File: src/rtl/onewire_reset_multi_if.sv
// Signal bundle between the 1-Wire transaction controller / pads and the
// multi-channel reset/presence engine.
interface onewire_reset_multi_if #(
  parameter int unsigned NUM_CH = 4
);
  logic              start;
  logic              overdrive;
  logic [NUM_CH-1:0] ch_mask;
  logic [NUM_CH-1:0] dq_in;
  logic [NUM_CH-1:0] dq_out_en;
  logic              busy;
  logic              done;
  logic [NUM_CH-1:0] presence;
  logic [NUM_CH-1:0] short_det;

  modport master (
    output start, overdrive, ch_mask, dq_in,
    input  dq_out_en, busy, done, presence, short_det
  );

  modport slave (
    input  start, overdrive, ch_mask, dq_in,
    output dq_out_en, busy, done, presence, short_det
  );
endinterface

File: src/rtl/onewire_reset_multi.sv
// Multi-channel 1-Wire reset/presence engine with internal microsecond timebase.
// Define ONEWIRE_RST_SHORT_DET_EN to enable the bus-short check at tCHK.
module onewire_reset_multi #(
  parameter int unsigned CLKS_PER_US = 50,
  parameter int unsigned NUM_CH      = 4
) (
  input  logic                  clk,
  input  logic                  rst_n,
  onewire_reset_multi_if.slave  bus
);

  localparam int unsigned PW = (CLKS_PER_US > 2) ? $clog2(CLKS_PER_US) : 1;
  localparam int unsigned UW = 10;

  localparam logic [PW-1:0] PRESC_MAX = PW'(CLKS_PER_US - 1);

  localparam logic [UW-1:0] T_RSTL_STD = UW'(500);
  localparam logic [UW-1:0] T_RSTL_OD  = UW'(70);
  localparam logic [UW-1:0] T_CHK_STD  = UW'(5);
  localparam logic [UW-1:0] T_CHK_OD   = UW'(1);
  localparam logic [UW-1:0] T_WIN_STD  = UW'(70);
  localparam logic [UW-1:0] T_WIN_OD   = UW'(9);
  localparam logic [UW-1:0] T_REL_STD  = UW'(480);
  localparam logic [UW-1:0] T_REL_OD   = UW'(48);

  typedef enum logic [1:0] {
    S_IDLE,
    S_PULSE_LOW,
    S_RELEASE,
    S_DONE
  } state_t;

  state_t            state, state_nxt;
  logic [PW-1:0]     presc, presc_nxt;
  logic [UW-1:0]     us_cnt, us_nxt;
  logic              mode, mode_nxt;
  logic [NUM_CH-1:0] mask, mask_nxt;
  logic [NUM_CH-1:0] dq_meta, dq_sync;
  logic [NUM_CH-1:0] oe, oe_nxt;
  logic              busy_r, busy_nxt;
  logic              done_r, done_nxt;
  logic [NUM_CH-1:0] pres_r, pres_nxt;
  logic [NUM_CH-1:0] short_r, short_nxt;

  logic              tick;
  logic [UW-1:0]     us_elapsed;
  logic [UW-1:0]     t_rstl, t_chk, t_win, t_rel;
  logic [NUM_CH-1:0] low_now;
  logic [NUM_CH-1:0] short_now;

  // Two-flop synchroniser for the asynchronous bus levels.
  always_ff @(posedge clk) begin
    if (!rst_n) begin
      dq_meta <= '1;
      dq_sync <= '1;
    end else begin
      dq_meta <= bus.dq_in;
      dq_sync <= dq_meta;
    end
  end

  // State and registered outputs.
  always_ff @(posedge clk) begin
    if (!rst_n) begin
      state   <= S_IDLE;
      presc   <= '0;
      us_cnt  <= '0;
      mode    <= 1'b0;
      mask    <= '0;
      oe      <= '0;
      busy_r  <= 1'b0;
      done_r  <= 1'b0;
      pres_r  <= '0;
      short_r <= '0;
    end else begin
      state   <= state_nxt;
      presc   <= presc_nxt;
      us_cnt  <= us_nxt;
      mode    <= mode_nxt;
      mask    <= mask_nxt;
      oe      <= oe_nxt;
      busy_r  <= busy_nxt;
      done_r  <= done_nxt;
      pres_r  <= pres_nxt;
      short_r <= short_nxt;
    end
  end

  // Timing thresholds follow the mode latched at start.
  always_comb begin
    t_rstl = mode ? T_RSTL_OD : T_RSTL_STD;
    t_chk  = mode ? T_CHK_OD  : T_CHK_STD;
    t_win  = mode ? T_WIN_OD  : T_WIN_STD;
    t_rel  = mode ? T_REL_OD  : T_REL_STD;
  end

  assign tick       = (presc == PRESC_MAX);
  assign us_elapsed = us_cnt + UW'(1);
  assign low_now    = mask & ~dq_sync;

  // Next-state, timebase and result logic.
  always_comb begin
    state_nxt = state;
    presc_nxt = tick ? '0 : presc + PW'(1);
    us_nxt    = tick ? us_elapsed : us_cnt;
    mode_nxt  = mode;
    mask_nxt  = mask;
    oe_nxt    = '0;
    pres_nxt  = pres_r;
    short_nxt = short_r;
    short_now = short_r;

    case (state)
      S_IDLE: begin
        presc_nxt = '0;
        us_nxt    = '0;
        if (bus.start) begin
          mode_nxt  = bus.overdrive;
          mask_nxt  = bus.ch_mask;
          pres_nxt  = '0;
          short_nxt = '0;
          if (bus.ch_mask == '0) begin
            state_nxt = S_DONE;
          end else begin
            state_nxt = S_PULSE_LOW;
            oe_nxt    = bus.ch_mask;
          end
        end
      end

      S_PULSE_LOW: begin
        oe_nxt = mask;
        if (tick && (us_elapsed == t_rstl)) begin
          state_nxt = S_RELEASE;
          oe_nxt    = '0;
        end
      end

      S_RELEASE: begin
        if (tick) begin
`ifdef ONEWIRE_RST_SHORT_DET_EN
          if (us_elapsed == t_chk) begin
            short_now = short_r | low_now;
          end
          short_nxt = short_now;
`endif
          // Window is inclusive of both tCHK and tWIN-end ticks.
          if ((us_elapsed >= t_chk) && (us_elapsed <= t_win)) begin
            pres_nxt = pres_r | (low_now & ~short_now);
          end
          if (us_elapsed == t_rel) begin
            state_nxt = S_DONE;
          end
        end
      end

      S_DONE: begin
        state_nxt = S_IDLE;
      end

      default: begin
        state_nxt = S_IDLE;
      end
    endcase

    // Timebase restarts on every state entry so phase lengths are exact.
    if (state_nxt != state) begin
      presc_nxt = '0;
      us_nxt    = '0;
    end

    busy_nxt = (state_nxt != S_IDLE);
    done_nxt = (state_nxt == S_DONE);
  end

  assign bus.dq_out_en = oe;
  assign bus.busy      = busy_r;
  assign bus.done      = done_r;
  assign bus.presence  = pres_r;
  assign bus.short_det = short_r;

endmodule

File: src/flat_wrapper.sv
// flat-port wrapper written by rule: the top's interface ports become plain ports
module onewire_reset_multi_flat 
#(
  parameter int unsigned CLKS_PER_US = 50,
  parameter int unsigned NUM_CH      = 4
)
  (clk, rst_n, bus_start, bus_overdrive, bus_ch_mask, bus_dq_in, bus_dq_out_en, bus_busy, bus_done, bus_presence, bus_short_det);
  onewire_reset_multi_if #(.NUM_CH(NUM_CH)) bus_i ();
  input  logic clk;
  input  logic rst_n;
  input wire logic [$bits(bus_i.start)-1:0] bus_start;
  input wire logic [$bits(bus_i.overdrive)-1:0] bus_overdrive;
  input wire logic [$bits(bus_i.ch_mask)-1:0] bus_ch_mask;
  input wire logic [$bits(bus_i.dq_in)-1:0] bus_dq_in;
  output wire logic [$bits(bus_i.dq_out_en)-1:0] bus_dq_out_en;
  output wire logic [$bits(bus_i.busy)-1:0] bus_busy;
  output wire logic [$bits(bus_i.done)-1:0] bus_done;
  output wire logic [$bits(bus_i.presence)-1:0] bus_presence;
  output wire logic [$bits(bus_i.short_det)-1:0] bus_short_det;
  assign bus_i.start = bus_start;
  assign bus_i.overdrive = bus_overdrive;
  assign bus_i.ch_mask = bus_ch_mask;
  assign bus_i.dq_in = bus_dq_in;
  assign bus_dq_out_en = bus_i.dq_out_en;
  assign bus_busy = bus_i.busy;
  assign bus_done = bus_i.done;
  assign bus_presence = bus_i.presence;
  assign bus_short_det = bus_i.short_det;
  onewire_reset_multi #(.CLKS_PER_US(CLKS_PER_US), .NUM_CH(NUM_CH)) u_core (.clk(clk), .rst_n(rst_n), .bus(bus_i));
endmodule
File: config.mk
export PLATFORM = sky130hd
export DESIGN_NAME = onewire_reset_multi_flat
export DESIGN_NICKNAME = d
export VERILOG_FILES = /design/src/rtl/onewire_reset_multi_if.sv /design/src/rtl/onewire_reset_multi.sv /design/src/flat_wrapper.sv
export SDC_FILE = /design/constraint.sdc
export NUM_CORES = 1
export LEC_CHECK = 0
export ABC_CLOCK_PERIOD_IN_PS = 5360
export CAP_MARGIN = 5
export CORE_MARGIN = 3
export CORE_UTILIZATION = 60
export CTS_CLUSTER_DIAMETER = 30
export DETAILED_ROUTE_END_ITERATION = 10
export GPL_TIMING_DRIVEN = 0
export PLACE_DENSITY = 0.84
export RECOVER_POWER = 25
export SYNTH_ARGS = -nofsm -noshare
export SYNTH_HDL_FRONTEND = slang
export SYNTH_SLANG_ARGS = --single-unit
File: constraint.sdc
create_clock -name clk -period 5.36 [get_ports clk]
set_input_delay 1.608 -clock clk [delete_from_list [all_inputs] [get_ports clk]]
set_output_delay 1.608 -clock clk [all_outputs]
set_load 0.01 [all_outputs]
; ---- Word level (Yosys, flattened, before mapping)
; Cells that the tools add are included.
[word_totals]
wordCells = 58
ff_bits = 41
inputBits = 12
[classes]
mux = 18
n_bitwise = 4
add_sub_neg = 2
order_cmp = 2
n_reduce_logical = 10
n_eq_ne = 11
[op_table]
columns = operator, count
row1 = $mux 4, 6
row2 = $eq 10x10->1, 2
row3 = $mux 9, 2
row4 = $pmux 4 s2, 2
row5 = $add 10x1->10 const B, 1
row6 = $ge 10x10->1, 1
row7 = $le 10x10->1, 1
row8 = $mux 2, 5
row9 = $pmux 2 s4, 1
row10 = $mux 7, 1
row11 = $add 6x1->6 const B, 1
row12 = $eq 2x2->1 const B, 3
row13 = $eq 6x6->1 const B, 1
row14 = $and 4x4->4, 1
row15 = $logic_not 4->1, 1
row16 = $ne 2x1->1 const B, 2
row17 = $not 4->4, 1
row18 = $or 4x4->4, 1
row19 = $reduce_and 4->1, 1
row20 = $reduce_bool 2->1, 2
row21 = $reduce_or 4->1, 1
row22 = $mux 3, 1
row23 = $reduce_or 3->1, 1
row24 = $eq 2x1->1 const B, 1
row25 = 6 further kinds, 7

; ---- Depth between registers and ports, before layout
; Gate-level depths: netlist of the first run.
[depth]
ltp_word = 7
mapped_depth = 11
depth_no_buf = 10

; ---- Least setup slack after synthesis of the first run
; OpenSTA, ideal clock, no wires.
[synth_path]
path_type = input to register
from = input port bus_start
to = register u_core.pres_r[0] (netlist: u_core.bus.presence[0])
required_ns = 5.291
arrival_ns = 2.934
cell_stages = 5
path_buffers = 0
setup_slack_ns = 2.357
cell_sequence = nand2_2 and2_1 or4b_1 or4_4 o21ai_1
[synth_between]
elab_chain_cells = 2
[synth_rtl]
columns = element, line
row1 = from (decl), flat_wrapper.sv:11  ; input wire logic [$bits(bus_i.start)-1:0] bus_start;
row2 = $ne 2x2->1 (no line), --
row3 = $reduce_and 4->1 (no line), --
row4 = to (signal assigned), onewire_reset_multi.sv:84  ; pres_r <= pres_nxt;
row5 = to (decl), onewire_reset_multi.sv:42  ; logic [NUM_CH-1:0] pres_r, pres_nxt;
; No other way between the ends.
; A chain may end at the register's enable or synchronous reset.

; ---- Final worst setup path of the first run
[layout_path]
from = input port bus_start
to = register u_core.pres_r[1] (netlist: u_core.bus.presence[1])
; The elaborated chain is that of the path after synthesis.

==> results of run 1 <==
-- worst max-delay path: stages --
cell,delay [ps]
clkdlybuf4s50_1,450
nand2_2,190
and2_1,270
or4b_1,450
or4_4,450
o21ai_1,140
-- report_power, final --
part	internal, mW	switching, mW
clock	0.140	0.105
sequential	0.315	0.00564
combinational	0.0326	0.0294
total	0.487	0.140
-- state kept, by name, summed over array words and instances, names as in the netlist --
| register | count |
|---|---|
| u_core.mask | 4 |
| u_core.us_cnt | 10 |
| u_core.bus.presence | 4 |
| u_core.bus.done | 1 |
| u_core.bus.dq_out_en | 4 |
| u_core.mode | 1 |
| u_core.dq_sync | 4 |
| u_core.dq_meta | 4 |
| u_core.state | 2 |
| u_core.bus.busy | 1 |
| u_core.presc | 6 |
-- routing by layer --
metal	vias up	wire, µm
met5	-	0
met4	0	65
met3	10	170
met2	40	1990
met1	803	2190
li1	891	-
-- cell usage after synthesis (4+ instances only) --
master     n
and3_1     6
nor4_1     4
nand3_1    5
nand2_1   15
xnor2_1   13
nand4_1    4
nor2_1    18
a22o_1     4
nor3_1     5
nor2b_1    9
xor2_1     9
inv_1      7
ha_1      10
nand2b_1  14
o21ai_1    4
a21oi_1    4
clkbuf_1   4
mux2i_1    6
dfxtp_1   41
buf_4      8
-- worst min-delay path by stage --
stage | from | endpoint | slack (ps) | cells past startpoint
after CTS | u_core.dq_meta[1] | u_core.dq_sync[1] | 420 | 1
after global placement | u_core.dq_meta[1] | u_core.dq_sync[1] | 390 | 1
after global routing | u_core.dq_meta[1] | u_core.dq_sync[1] | 450 | 1
after floorplan | u_core.dq_meta[0] | u_core.dq_sync[0] | 390 | 1
after detailed placement | u_core.dq_meta[1] | u_core.dq_sync[1] | 400 | 1
final | u_core.dq_meta[1] | u_core.dq_sync[1] | 410 | 1
-- cell type report --
| class | instances | area (µm²) |
|---|---|---|
| Clock inverter | 2 | 38.8 |
| Fill cell | 270 | 828 |
| Tap cell | 46 | 57.6 |
| Inverter | 7 | 26.3 |
| Buffer | 16 | 116 |
| Sequential cell | 41 | 821 |
| Multi-Input combinational cell | 180 | 1300 |
| Clock buffer | 6 | 72.6 |
| Timing Repair Buffer | 21 | 210 |
-- cells by family (layout without fill, tap and decap cells) --
kind of cell    after synthesis  count (layout)  share of synthesized area
compound gates               36              36                      0.122
xor+xnor                     23              23                     0.0957
fa+ha+maj                    10              10                     0.0556
buf+inv                      23              52                     0.0634
flops                        41              41                      0.365
mux                           6               6                     0.0267
other cells                   1               4                    0.00167
simple gates                101             101                      0.270
==> flow_metrics.py, run 1 <==
metrics = {
    "run_status": {
        "status": "complete, no violations",
    },
    "setup_path": {
        "r2r_setup_slack_ps": 2170,
        "cp-start-kind": "input port",
        "crit_end": "u_core.bus.presence[1]",
        "required_ps": 5590,
        "r2r-start": "u_core.us_cnt[0]",
        "reg2reg_to": "u_core.bus.presence[1]",
        "reg2reg_depth": 11,
        "critPathLaunch": "bus_start",
        "endpoint_kind": "flop",
        "worst-setup-path-type": "input port to flop",
        "crit_path_max_fanout": 8,
        "critPathArrivalTime_ps": 3560,
    },
    "clocking": {
        "cts_resized": 0,
        "cts-buffers-inserted": 5,
        "clk_pin_slew_ps": 70,
        "clock_latency_ps": 290,
        "cts_root_buf": "clkbuf_8",
        "cts.sinks": 41,
        "htreeDepth": 2,
        "hold_buffers": 0,
        "tritoncts": "built",
        "post-cts-setup-buffers": 0,
        "clock_path_buffers": 2,
    },
    "global_routing": {
        "gr-usage-met2": 0.344,
        "grt_pass1_wl_um": 7490,
        "met1_usage": 0.300,
        "grt_pass1_vias": 1623,
        "gr-max-usage-layer": "met2",
        "globalRouteTotalUtil": 0.219,
        "antenna_found_initial": 0,
        "grt_overflow": 0,
        "use_met3": 0.0416,
        "grt_max_degree": 14,
    },
    "cells_and_area": {
        "most-common-layout-cells": "dfxtp_1 (41), clkdlybuf4s50_1 (20), nor2_1 (18)",
        "fin_cells": 319,
        "final_common_cell": "dfxtp_1",
        "diodes": 0,
        "area_growth_syn_to_layout_pct": 17.4,
        "design_area_um2": 2640,
        "nets": 294,
        "drive_above_1_share": 0.125,
        "final_util": 0.761,
    },
    "place": {
        "gp_congestion": 0.835,
        "preCtsSetupSlack_ps": 1730,
        "place_inst": 311,
        "placed_area_um2": 2530,
        "port_buffers": 21,
        "dp.final_hpwl_um": 3180,
    },
    "synthesis": {
        "syn-cell-area_um2": 2250,
        "synth-seq-cells": 41,
        "avgSynthCellArea_um2": 9.33,
        "ys_async_sr_fraction": 0,
        "yosysSeqAreaShare": 0.365,
        "synth_cell_type_count": 58,
        "synth.area.top_cells": "dfxtp_1 (36%), ha_1 (5.6%), xnor2_1 (5.1%), nand2b_1 (3.9%), xor2_1 (3.5%)",
        "netlist_instances": 241,
        "synth_edf_count": 0,
        "netlist.area_leader.share": 0.365,
        "ys_warn_count": 0,
        "synth_area_leader_cell": "dfxtp_1",
        "synthFlopType": "dfxtp_1",
    },
    "timing": {
        "rsz0062_at_grt": "false",
        "tns_ps": 0,
        "report.final.slew_viol_count": 0,
        "fmax_mhz": 301,
        "timing.final.crit_share": 0.621,
        "timing.hold.ws_ps": 411,
        "layout_setup_ws_ps": 2030,
        "timing.final.crit_period_ps": 3330,
        "setup_violations": 0,
        "clock-skew-final_ps": 4.49,
        "hold_viol_final": 0,
    },
    "power": {
        "finalPower_mw": 0.627,
        "leakage_nw": 1.06,
        "ir_worst_vdd_mv": 0.235,
        "p_per_area_nw_per_um2": 237,
    },
    "hold_path": {
        "hold_path_class": "flop to flop",
    },
    "die": {
        "rows": 21,
        "io_pins": 26,
        "die_area_um2": 4520,
        "die_h_um": 67.2,
        "core_um2": 3470,
        "initial_core_util": 0.649,
        "die_w_um": 67.2,
    },
    "route": {
        "first_pass_iters": 4,
        "viasPerCell": 5.47,
        "first_iter_violations": 119,
        "detail_route.drc_violations": 0,
        "avgRoutedWirePerCell_um": 13.8,
        "antenna_left": 0,
        "wl_um": 4420,
        "vias": 1744,
    },
    "run": {
        "maxCapViolations": 0,
    },
}
No activity file was read; power rests on OpenSTA's default activity.
==> run 2: changes to the inputs <==
--- a/config.mk
+++ b/config.mk
@@ -5,14 +5,14 @@
 export SDC_FILE = /design/constraint.sdc
 export NUM_CORES = 1
 export LEC_CHECK = 0
-export ABC_CLOCK_PERIOD_IN_PS = 5360
+export ABC_CLOCK_PERIOD_IN_PS = 3300
 export CAP_MARGIN = 5
 export CORE_MARGIN = 3
-export CORE_UTILIZATION = 60
+export CORE_UTILIZATION = 56
 export CTS_CLUSTER_DIAMETER = 30
 export DETAILED_ROUTE_END_ITERATION = 10
 export GPL_TIMING_DRIVEN = 0
-export PLACE_DENSITY = 0.84
+export PLACE_DENSITY = 0.79
 export RECOVER_POWER = 25
 export SYNTH_ARGS = -nofsm -noshare
 export SYNTH_HDL_FRONTEND = slang
==> constraint.sdc (replaced) <==
create_clock -name clk -period 3.3 [get_ports clk]
set_input_delay 0.99 -clock clk [delete_from_list [all_inputs] [get_ports clk]]
set_output_delay 0.99 -clock clk [all_outputs]
set_load 0.01 [all_outputs]
==> flow_metrics.py, run 2 (same netlist as run 1, synthesis figures left out) <==
metrics = {
    "cells_and_area": {
        "area_growth_syn_to_layout_pct": 18.0,
        "design_area_um2": 2650,
        "drive_above_1_share": 0.136,
        "final_common_cell": "dfxtp_1",
        "largest-register": "u_core.us_cnt",
        "nets": 294,
        "diodes": 0,
        "largest_reg_flops": 10,
        "reg.largest.list": "u_core.us_cnt x10, u_core.presc x6",
        "fin_cells": 321,
        "most-common-layout-cells": "dfxtp_1 (39), clkdlybuf4s50_1 (20), nor2_1 (18)",
    },
    "die": {
        "die_h_um": 69.4,
        "initial_core_util": 0.597,
        "core_um2": 3770,
        "rows": 22,
        "die_w_um": 69.4,
        "io_pins": 26,
        "die_area_um2": 4810,
    },
    "power": {
        "leakage_nw": 1.07,
        "finalPower_mw": 1.04,
        "p_per_area_nw_per_um2": 393,
        "ir_worst_vdd_mv": 0.316,
    },
    "route": {
        "viasPerCell": 5.40,
        "first_iter_violations": 140,
        "wl_um": 4530,
        "avgRoutedWirePerCell_um": 14.1,
        "detail_route.drc_violations": 0,
        "antenna_left": 0,
        "first_pass_iters": 4,
        "vias": 1732,
    },
    "place": {
        "placed_area_um2": 2530,
        "dp.final_hpwl_um": 3350,
        "gp_congestion": 0.860,
        "port_buffers": 21,
        "place_inst": 313,
    },
    "clocking": {
        "cts.sinks": 41,
        "cts-buffers-inserted": 5,
        "clock_path_buffers": 2,
        "clock_latency_ps": 300,
        "tritoncts": "built",
        "hold_buffers": 0,
        "cts_root_buf": "clkbuf_8",
        "htreeDepth": 2,
        "clk_pin_slew_ps": 80,
    },
    "hold_path": {
        "hold_path_class": "flop to flop",
    },
    "timing": {
        "timing.final.crit_share": 0.929,
        "timing.final.crit_period_ps": 3060,
        "clock-skew-final_ps": 8.92,
        "tns_ps": 0,
        "timing.slew.headroom": 0.656,
        "report.final.slew_viol_count": 0,
        "timing.hold.ws_ps": 412,
        "fmax_mhz": 326,
        "hold_viol_final": 0,
        "rsz0062_at_grt": "false",
        "setup_violations": 0,
        "worstMarginPinSlew_ps": 514,
    },
    "global_routing": {
        "grt_pass1_wl_um": 7820,
        "grt_overflow": 0,
        "grt_pass1_vias": 1638,
        "antenna_found_initial": 0,
        "grt_max_degree": 14,
        "globalRouteTotalUtil": 0.202,
    },
    "setup_path": {
        "cp-start-kind": "flop",
        "endpoint_kind": "flop",
        "worst-setup-path-type": "flop to flop",
        "required_ps": 3530,
        "crit_path_max_fanout": 10,
        "critPathArrivalTime_ps": 3300,
    },
    "run": {
        "maxCapViolations": 0,
    },
    "run_status": {
        "status": "complete, no violations",
    },
}
[run 2: cell types whose count changed in the layout (fill, tap and decap cells not counted)]
cell,before,now
dfxtp_1,41,39
dfxtp_2,0,2
clkbuf_1,5,4
clkbuf_8,6,7
clkinv_4,1,0
clkinvlp_4,0,1
[run 2: where the power goes]
group          internal (mW)  switching, mW
clock network          0.246          0.175
registers              0.511        0.00957
logic                 0.0530         0.0483
[run 2: final timing paths]
| kind | startpoint | to | slack [ps] | cells past startpoint |
|---|---|---|---|---|
| worst max-delay path | u_core.us_cnt[0] | u_core.bus.presence[3] | 240 | 11 |
| worst min register to register | u_core.dq_meta[3] | u_core.dq_sync[3] | 410 | 1 |
| worst max register to register | u_core.us_cnt[0] | u_core.bus.presence[3] | 240 | 11 |
| worst min-delay path | u_core.dq_meta[3] | u_core.dq_sync[3] | 410 | 1 |
[run 2: cell type report]
cell class | count | area (µm²)
buffer | 16 | 116
fill | 300 | 1120
inverter | 7 | 26.3
sequential | 41 | 823
clock inverter | 2 | 37.5
timing repair buffer | 21 | 210
tap | 48 | 60.1
clock buffer | 6 | 82.6
multi-input combinational | 180 | 1300
[run 2: stage by stage]
step | setup WS, ps | utilization
6_report | 236 | 0.704
3_3_place_gp | 157 | 0.671
4_1_cts | 100 | 0.703
3_5_place_dp | 147 | 0.671
5_1_grt | 8.68 | 0.704
2_1_floorplan | 400 | -
[run 2: critical path, stage by stage (launching register included)]
cell and delay [ps]:
dfxtp_2 460, ha_1 210, buf_4 180, nand2_1 80, o21a_1 190, or2_2 320, ha_1 310, and4_1 170
a22oi_1 60, o32a_1 300, or4_4 570, o21ai_1 150
[run 2: per-layer routing]
metal | track usage | wire (µm) | up-vias
li1 | - | - | 888
met1 | 0.282 | 2180 | 796
met2 | 0.304 | 2090 | 42
met3 | 0.0522 | 199 | 6
met4 | 0.0672 | 62 | 0
met5 | 0 | 0 | -
[run 2: what timing repair did]
action	CTS	global route
buffers inserted	0	0
setup endpoints to repair	0	4
gates resized for setup	0	2
==> run 3: changes to the inputs <==
--- a/config.mk
+++ b/config.mk
@@ -14,6 +14,7 @@
 export GPL_TIMING_DRIVEN = 0
 export PLACE_DENSITY = 0.79
 export RECOVER_POWER = 25
+export REMOVE_ABC_BUFFERS = 1
 export SYNTH_ARGS = -nofsm -noshare
 export SYNTH_HDL_FRONTEND = slang
 export SYNTH_SLANG_ARGS = --single-unit
==> flow_metrics.py, run 3 (same netlist as run 1, synthesis figures left out) <==
metrics = {
    "run_status": {
        "status": "complete, no violations",
    },
    "cells_and_area": {
        "seqCellArea_um2": 823,
        "final_common_cell": "dfxtp_1",
        "multiInputGateArea_um2": 1310,
        "largest-register": "u_core.us_cnt",
        "fill_cells": 316,
        "diodes": 0,
        "most-common-layout-cells": "dfxtp_1 (39), clkdlybuf4s50_1 (20), nor2_1 (18)",
        "design_area_um2": 2520,
        "area_growth_syn_to_layout_pct": 11.8,
        "drive_above_1_share": 0.101,
        "largest_reg_flops": 10,
        "reg.largest.list": "u_core.us_cnt x10, u_core.presc x6",
        "nets": 278,
    },
    "timing": {
        "rsz0062_at_grt": "false",
        "timing.final.crit_period_ps": 3110,
        "hold_viol_final": 0,
        "worstMarginPinSlew_ps": 665,
        "clock-skew-final_ps": 5.10,
        "fmax_mhz": 321,
        "setup_violations": 0,
        "report.final.slew_viol_count": 0,
        "timing.slew.headroom": 0.555,
        "timing.final.crit_share": 0.943,
    },
    "setup_path": {
        "crit_path_max_fanout": 22,
        "crit_end": "u_core.bus.presence[1]",
        "cp-start-kind": "input port",
        "r2r-start": "u_core.us_cnt[3]",
        "endpoint_kind": "flop",
        "required_ps": 3530,
        "worst-setup-path-type": "input port to flop",
        "reg2reg_depth": 9,
        "critPathLaunch": "rst_n",
        "reg2reg_to": "u_core.bus.presence[1]",
        "critPathArrivalTime_ps": 3340,
        "r2r_setup_slack_ps": 320,
    },
    "die": {
        "initial_core_util": 0.597,
        "io_pins": 26,
        "die_w_um": 69.4,
        "die_area_um2": 4810,
        "core_um2": 3770,
        "rows": 22,
        "die_h_um": 69.4,
    },
    "route": {
        "wl_um": 4220,
        "first_iter_violations": 96,
        "first_pass_iters": 4,
        "antenna_left": 0,
        "viasPerCell": 5.52,
        "detail_route.drc_violations": 0,
        "vias": 1684,
        "avgRoutedWirePerCell_um": 13.8,
    },
    "clocking": {
        "cts-buffers-inserted": 5,
        "clk_pin_slew_ps": 80,
        "cts.sinks": 41,
        "htreeDepth": 2,
        "clock_path_buffers": 2,
        "tritoncts": "built",
        "cts_root_buf": "clkbuf_8",
        "clock_latency_ps": 300,
    },
    "hold_path": {
        "hp-start": "u_core.dq_meta[1]",
        "hold_path_class": "flop to flop",
    },
    "place": {
        "gp_congestion": 0.855,
        "dp.final_hpwl_um": 3070,
        "port_buffers": 21,
        "placed_area_um2": 2410,
    },
    "power": {
        "ir_worst_vdd_mv": 0.346,
        "leakage_nw": 0.976,
        "finalPower_mw": 0.933,
        "p_per_area_nw_per_um2": 371,
    },
    "global_routing": {
        "antenna_found_initial": 0,
        "globalRouteTotalUtil": 0.192,
        "grt_pass1_wl_um": 7640,
        "grt_pass1_vias": 1612,
        "grt_overflow": 0,
        "grt_max_degree": 23,
    },
    "run": {
        "maxCapViolations": 0,
    },
}
==> run 3: cell count changes in the layout (fill, tap and decap cells not counted) <==
cell	change
buf_4	-8
clkbuf_1	-4
buf_6	-2
clkbuf_8	-2
clkinv_2	+2
buf_2	-1
bufinv_16	-1
ha_1	-1
ha_4	+1
==> run 3: area by class of cell <==
class / count / share of cell area
flip-flops and latches: 41 / 0.327
multi-input cells: 180 / 0.521
repair buffers: 21 / 0.0835
clock inverters: 3 / 0.00696
inverters: 7 / 0.0104
well taps: 48 / 0.0239
clock buffers: 5 / 0.0273
==> run 3: worst min-delay path by stage <==
stage / to / cells past startpoint
global placement: u_core.dq_sync[1] / 1
floorplan: u_core.dq_sync[0] / 1
finish: u_core.dq_sync[1] / 1
CTS: u_core.dq_sync[1] / 1
detailed placement: u_core.dq_sync[1] / 1
global route: u_core.dq_sync[0] / 1
==> run 3: metal layers <==
| layer | vias up | GRT usage | share of wire |
|---|---|---|---|
| met2 | 22 | 0.291 | 0.46 |
| met5 | - | 0 | 0 |
| met3 | 5 | 0.0478 | 0.029 |
| met4 | 0 | 0.0586 | 0.014 |
| li1 | 860 | - | - |
| met1 | 797 | 0.268 | 0.49 |
==> run 3: worst max-delay path: stages <==
cell and delay (ps):
dlygate4sd3_1 960, and2_1 320, or4b_1 450, or4_4 460, o21ai_1 140
==> run 3: metrics by stage <==
step | hold slack, ps | setup TNS (ps) | util | std cells | setup WS (ps)
after detailed placement | 394 | -210 | 0.640 | 297 | -61.2
after CTS | 413 | 0 | 0.664 | 305 | 70.6
final | 411 | 0 | 0.667 | 305 | 189
after global placement | 388 | -189 | 0.640 | 297 | -52.2
after floorplan | 386 | 0 | - | 228 | 334
after global routing | 430 | 0 | 0.667 | 305 | 39.4
==> run 3: power breakdown <==
part / switching (mW) / internal [mW] / leakage [nW]
logic: 0.0430 / 0.0475 / 0.597
clock network: 0.173 / 0.146 / 0.0439
registers: 0.0124 / 0.511 / 0.335
total: 0.228 / 0.704 / 0.976
==> run 3: repair_timing <==
item                       4_1_cts  5_1_grt
setup buffers                    0        0
gates resized for setup          1        3
hold buffers                     0        0
setup endpoints to repair        4        4
